[src/rtl/mem_loader_pkg.sv]
// Shared types and constants for the boot-time program loader.
// State encodings are fixed 3-bit values so they can be matched in waveforms and debug taps.
package mem_loader_pkg;

  typedef enum logic [2:0] {
    LDR_IDLE  = 3'd0,
    LDR_LEN   = 3'd1,
    LDR_LOAD  = 3'd2,
    LDR_CHECK = 3'd3,
    LDR_DONE  = 3'd4,
    LDR_ERR   = 3'd5
  } ldr_state_t;

  localparam logic [7:0] LDR_DEFAULT_BASE = 8'h00;

  // A length byte of zero encodes a full 256-byte image.
  function automatic logic [8:0] ldr_len(input logic [7:0] b);
    return (b == 8'h00) ? 9'd256 : {1'b0, b};
  endfunction

endpackage

[src/rtl/mem_loader.sv]
// Boot loader: frames a length-prefixed byte stream into single-byte memory writes
// and holds the CPU until the image is in. Define LOADER_CHECKSUM_EN for a trailing checksum byte.
module mem_loader
  import mem_loader_pkg::*;
#(
  parameter logic [7:0] BASE_ADDR     = LDR_DEFAULT_BASE,
  parameter bit         HOLD_ON_RESET = 1'b1
) (
  input  logic       clk,
  input  logic       rst,
  input  logic       start,
  input  logic [7:0] rx_data,
  input  logic       rx_valid,
  output logic       rx_ready,
  output logic [7:0] mem_addr,
  output logic [7:0] mem_data,
  output logic       mem_write,
  output logic       cpu_hold,
  output logic       done,
  output logic       error,
  output logic [8:0] byte_count
);

  ldr_state_t state, nstate;
  logic [8:0] len;
  logic       begin_load;
  logic       load_xfer;
  logic       enter_done;

`ifdef LOADER_CHECKSUM_EN
  logic [7:0] sum;
  logic [7:0] sum_final;
  logic       enter_err;
  assign sum_final = sum + rx_data;
`endif

  always_ff @(posedge clk) begin
    if (rst) state <= LDR_IDLE;
    else     state <= nstate;
  end

  always_comb begin
    nstate     = state;
    rx_ready   = 1'b0;
    begin_load = 1'b0;
    load_xfer  = 1'b0;
    case (state)
      LDR_IDLE, LDR_DONE, LDR_ERR: begin
        if (start) begin
          nstate     = LDR_LEN;
          begin_load = 1'b1;
        end
      end
      LDR_LEN: begin
        rx_ready = 1'b1;
        if (rx_valid) nstate = LDR_LOAD;
      end
      LDR_LOAD: begin
        rx_ready  = 1'b1;
        load_xfer = rx_valid;
        if (rx_valid && (byte_count + 9'd1 == len)) begin
`ifdef LOADER_CHECKSUM_EN
          nstate = LDR_CHECK;
`else
          nstate = LDR_DONE;
`endif
        end
      end
`ifdef LOADER_CHECKSUM_EN
      LDR_CHECK: begin
        rx_ready = 1'b1;
        if (rx_valid) nstate = (sum_final == 8'h00) ? LDR_DONE : LDR_ERR;
      end
`endif
      default: nstate = LDR_IDLE;
    endcase
  end

  assign enter_done = (nstate == LDR_DONE) && (state != LDR_DONE);

  // mem_addr advances after each write cycle, so back-to-back bytes land on consecutive addresses.
  always_ff @(posedge clk) begin
    if (rst) begin
      mem_addr   <= BASE_ADDR;
      mem_data   <= 8'h00;
      mem_write  <= 1'b0;
      cpu_hold   <= HOLD_ON_RESET;
      done       <= 1'b0;
      byte_count <= 9'd0;
      len        <= 9'd0;
    end else begin
      mem_write <= 1'b0;
      if (mem_write) mem_addr <= mem_addr + 8'd1;
      if (begin_load) begin
        cpu_hold   <= 1'b1;
        done       <= 1'b0;
        byte_count <= 9'd0;
        mem_addr   <= BASE_ADDR;
      end
      if (state == LDR_LEN && rx_valid) len <= ldr_len(rx_data);
      if (load_xfer) begin
        mem_data   <= rx_data;
        mem_write  <= 1'b1;
        byte_count <= byte_count + 9'd1;
      end
      if (enter_done) begin
        done     <= 1'b1;
        cpu_hold <= 1'b0;
      end
    end
  end

`ifdef LOADER_CHECKSUM_EN
  assign enter_err = (nstate == LDR_ERR) && (state != LDR_ERR);

  always_ff @(posedge clk) begin
    if (rst) begin
      sum   <= 8'h00;
      error <= 1'b0;
    end else begin
      if (begin_load) begin
        sum   <= 8'h00;
        error <= 1'b0;
      end
      if (load_xfer) sum   <= sum + rx_data;
      if (enter_err) error <= 1'b1;
    end
  end
`else
  assign error = 1'b0;
`endif

endmodule

[config.mk]
export PLATFORM = sky130hd
export DESIGN_NAME = mem_loader
export DESIGN_NICKNAME = d
export VERILOG_FILES = /design/src/rtl/mem_loader_pkg.sv /design/src/rtl/mem_loader.sv
export SDC_FILE = /design/constraint.sdc
export NUM_CORES = 1
export LEC_CHECK = 0
export CAP_MARGIN = 20
export CORE_MARGIN = 2
export CORE_UTILIZATION = 40
export DETAILED_ROUTE_END_ITERATION = 10
export GPL_ROUTABILITY_DRIVEN = 0
export PLACE_DENSITY_LB_ADDON = 0.12
export RECOVER_POWER = 50
export SYNTH_ARGS = -nofsm -noshare
export SYNTH_HDL_FRONTEND = slang
export SYNTH_SLANG_ARGS = --single-unit
[constraint.sdc]
create_clock -name clk -period 3.3 [get_ports clk]
set_input_delay 0.825 -clock clk [delete_from_list [all_inputs] [get_ports clk]]
set_output_delay 0.825 -clock clk [all_outputs]
set_load 0.05 [all_outputs]
Yosys cells after proc, flatten, opt, wreduce, memory -nomap -nowiden
Index checks and enable logic that the tools add are counted.
{ "op_classes": {"addsub": 2, "eq_ne": 7, "muxes": 16, "reduce_logical": 10} }
{ "ops": {"columns": ["operator", "n"], "rows": [
  ["9-bit two-way mux", 3],
  ["9-bit by 1-bit adder with 9-bit output (second input constant)", 1],
  ["3-bit == test (second input constant)", 3],
  ["9-bit == test", 1],
  ["1-bit two-way mux", 9],
  ["3-bit two-way mux", 3],
  ["3-bit one-hot mux with 3 select lines", 1],
  ["8-bit by 1-bit adder with 8-bit output (second input constant)", 1],
  ["8-bit zero test", 1],
  ["2-bit nonzero test", 2],
  ["2-bit OR reduction", 2],
  ["3-bit by 1-bit == test with 1-bit output (second input constant)", 1],
  ["3-bit by 2-bit == test with 1-bit output (second input constant)", 1],
  ["1-bit logical AND", 3],
  ["3-bit zero test", 1],
  ["3-bit != test (second input constant)", 1],
  ["3-bit OR reduction", 1]
]} }
{ "word_totals": {"reg_bits": 40, "inputBits": 12, "out_inout_bits": 30, "elab_cells": 43} }

Logic depth before layout (Yosys ltp)
{ "depth": {"depth_word": 8, "mapped_depth": 8, "depth_no_buf": 7} }

Worst setup path after synthesis
No wires, ideal clock.
{ "synth_timing": {"path_type": "register to register", "startpoint": "register byte_count[0]", "endpoint": "register state[1]", "setup_time_ns": 0.079, "arrival_ns": 2.078, "required_ns": 3.221, "setup_slack_ns": 1.143, "stages_incl_launch_ff": 8, "n_path_buf": 0, "synth_period_minus_slack_ns": 2.157, "cell_sequence": "dfxtp_1 ha_1 nand3_1 or3_1 o211ai_2 nor4_2 a21o_1 a211oi_2"} }
{ "synth_via": {"elab_chain_cells": 5} }
{ "synth_rtl": {"columns": ["item", "line_no", "source"], "rows": [
  ["start, declared", "mem_loader.sv:21", "output logic [8:0] byte_count"],
  ["start signal, assigned", "mem_loader.sv:104", "byte_count <= byte_count + 9'd1;"],
  ["9-bit by 1-bit adder with 9-bit output", "mem_loader.sv:61", "if (rx_valid && (byte_count + 9'd1 == len)) begin"],
  ["9-bit == test", "mem_loader.sv:61", null],
  ["1-bit logical AND", "mem_loader.sv:61", null],
  ["3-bit two-way mux", "mem_loader.sv:61", null],
  ["3-bit one-hot mux with 3 select lines", "mem_loader.sv:47", "case (state)"],
  ["end signal, assigned", "mem_loader.sv:39", "else state <= nstate;"],
  ["end, declared", "mem_loader.sv:24", "ldr_state_t state, nstate;"]
]} }
Every way passes these cells.
A chain may end at the register's enable or synchronous reset.

==> impl_results.md <==
* Avg Inst Size Synth at 8.004 µm²
* Slew headroom at 3.711%
* Worst path bufs/invs at 2
* Final setup violation count at 0
* Peak supply drop at 270.4 µV
* Fin nets at 293
* RSZ-0062 raised after global routing: false
* Reg-to-reg setup timing slack at 1.06 ns
* Fin worst setup slack at 0.5872 ns
* Remaining DRCs at 0
* Vias in the first global route at 1529
* Placed instance area at 2346 µm²
* Outcome: complete, no violations
* Clk_skew at a little under 0.01 ns
* Yosys reg bits at 40
* Synth warn at 0
* Final slew viol count at 0
* Total number of vias at 1726
* Leading area contributor after synthesis: dfxtp_1
* Syn_nets at 256
* Storage element area at between 800 and 900 µm²
* Most numerous cell in the Yosys netlist: nand2_1
* Max Cap Viol at 0
* Cell variety after synth at 48
* Post-DP HPWL at 3059 µm
* Initial core utilization at 41.28%
* GR Util All Layers at 17.47%
* Largest net degree at the start of global routing at 31
* CP Capture Type: flop
* Final Hold Fails at 0
* Die area at approximately 5400 µm²
* Setup_tns at 0 ns
* Gr ovfl total at 0
* Die W at 73.59 µm
* Area Growth Syn to Fin at 26.68%
* Sink Count at 40
* DIE HEIGHT at 73.59 µm
* Async SR Flop Fraction at 0%
* # fillers at roughly 460
* Diodes inserted at 0
* Vias/cell at 5.168
* Launching element type of the critical path: primary input
* Share of cells above drive strength 1 at under 10%
* Crit path DAT at ~2.9 ns
* Post-cts hold buffer count at 0
* Critical path's top delay family: buffers and inverters
* CTS tree: done
* Synthesized instance count at 242
* Post-Layout Inst Area at around 2500 µm²
* P_leak at 0.8757 nW
* Wirelength, routed at 4383 µm
* Row count at 25
* Routed WL per cell at 13.12 µm
* CP Max Fanout at 30
* Register area share after synthesis at 41.34%
* Clk_lat worst skew at 0.30 ns
* Finished Core Util at 52.29%
* PnR Total Power at 1.005 mW
* Core area at around 4700 µm²
* Iter 0 DRT Violations at 46
* Fin crit share at 82.21%
* Slowest stage delay, CP at 1.05 ns
* Global-route wire length before repair at ~7200 µm
* Slowest cell on crit path: clkbuf_1
* DRT antenna net count at 0
* Top cell type's share of synthesized area at 41.34%
* Crit-path cells: dlygate4sd3_1, clkbuf_1, nor2_1, nand2_1, o41ai_1
* Initial antenna violation count at 0
* Hold crit path type: flop to flop
* Crit Path Class: primary input to flop
* H-tree depth at 2
* Top FF cell, synth: dfxtp_1
* Pwr Density at 409.5 nW/µm²
* # resized after CTS at 0
* Synth Cell Area at 1937 µm²
* Number of synthesized flops with an enable pin at 0
* Multi-input gate area at 1036 µm²
* Buffers inserted by post-CTS timing repair at 0
* Pre-CTS setup slack at 0.6172 ns
* IO Count at 42
* 1st-pass router iterations at 4
* Clk buf depth at 2
* Num CTS Buffers at 5
* Minimum clock period at approximately 2.7 ns
* Clk slew on worst S/H paths at 0.08 ns
* Commonest cells in the synthesized netlist: 44 x nand2_1, 40 x dfxtp_1, 29 x a21oi_1
* Required time of the critical path at 3.44 ns
* Fmax at 0.3686 GHz
* Root buf cell: clkbuf_8
* Largest cells by area after synthesis: dfxtp_1 41%, nand2_1 8.5%, a21oi_1 7.5%
* Worst Max-Slew Pin Slew at approximately 1.4 ns
* Port Buffer Count at 40
==> through the flow <==
stage / hold slack [ns] / instances
CTS: 0.4589 / 334
finish: 0.4555 / 334
floorplan: 0.4456 / 242
detailed placement: 0.4447 / 326
global placement: 0.4462 / 326
global route: 0.4765 / 334
==> state kept, by name (all words and copies together) (netlist names) <==
name,count
byte_count,9
cpu_hold,1
done,1
len,9
mem_addr,8
mem_data,8
mem_write,1
state,3
==> layout by cell type (no fill, tap or decap), drive strengths merged, types with 7 or more instances in the layout <==
master / Yosys / routed
nand2: 44 / 44
dfxtp: 40 / 40
clkdlybuf4s50: 0 / 33
a21oi: 29 / 29
nor2: 26 / 26
o21ai: 10 / 10
xor2: 9 / 9
dlygate4sd3: 0 / 7
==> tightest hold or removal path, stage by stage, from the launching register on <==
cell	delay, ns
dfxtp_1	0.32
inv_1	0.05
o21ai_1	0.05
==> routing by layer <==
metal,vias to the layer above,routed length (µm),track usage [%]
met3,7,180,4.115
met5,-,0,0
met2,39,1899,26.09
met4,0,90,7.879
li1,909,-,-
met1,771,2213,23.87
==> worst paths after layout <==
check,cells past startpoint,startpoint,end
setup / recovery,5,rst,state[2]$_SDFF_PP0_
hold / removal,2,done$_SDFFE_PP0P_,done$_SDFFE_PP0P_
setup reg to reg,7,byte_count[0]$_SDFFE_PP0P_,state[1]$_SDFF_PP0_
hold reg to reg,2,done$_SDFFE_PP0P_,done$_SDFFE_PP0P_
==> area by class of cell <==
class	instances	area share, %
sequential	40	32.64
tap	54	2.754
multi-input combinational	184	42.22
inverter	5	0.7649
clock inverter	3	1.734
timing repair buffer	43	17.08
clock buffer	5	2.805
==> power breakdown <==
group	leakage, nW	switching [mW]	internal, mW
clock	0.0541	0.181	0.224
sequential	0.323	0.00903	0.491
combinational	0.498	0.0620	0.0378
total	0.876	0.252	0.753
==> cells by family after synthesis <==
logic type | after synthesis | synth area share, %
AO/OA/AOI/OAI | 54 | 16.93
XOR/XNOR | 13 | 5.879
adder cells (fa/ha/maj) | 2 | 1.292
buffers and inverters | 18 | 5.167
flip-flops | 40 | 41.34
multiplexers | 2 | 1.034
other | 1 | 0.1936
AND/OR/NAND/NOR | 112 | 28.17
Note: power is estimated with default switching activity, not from simulation.
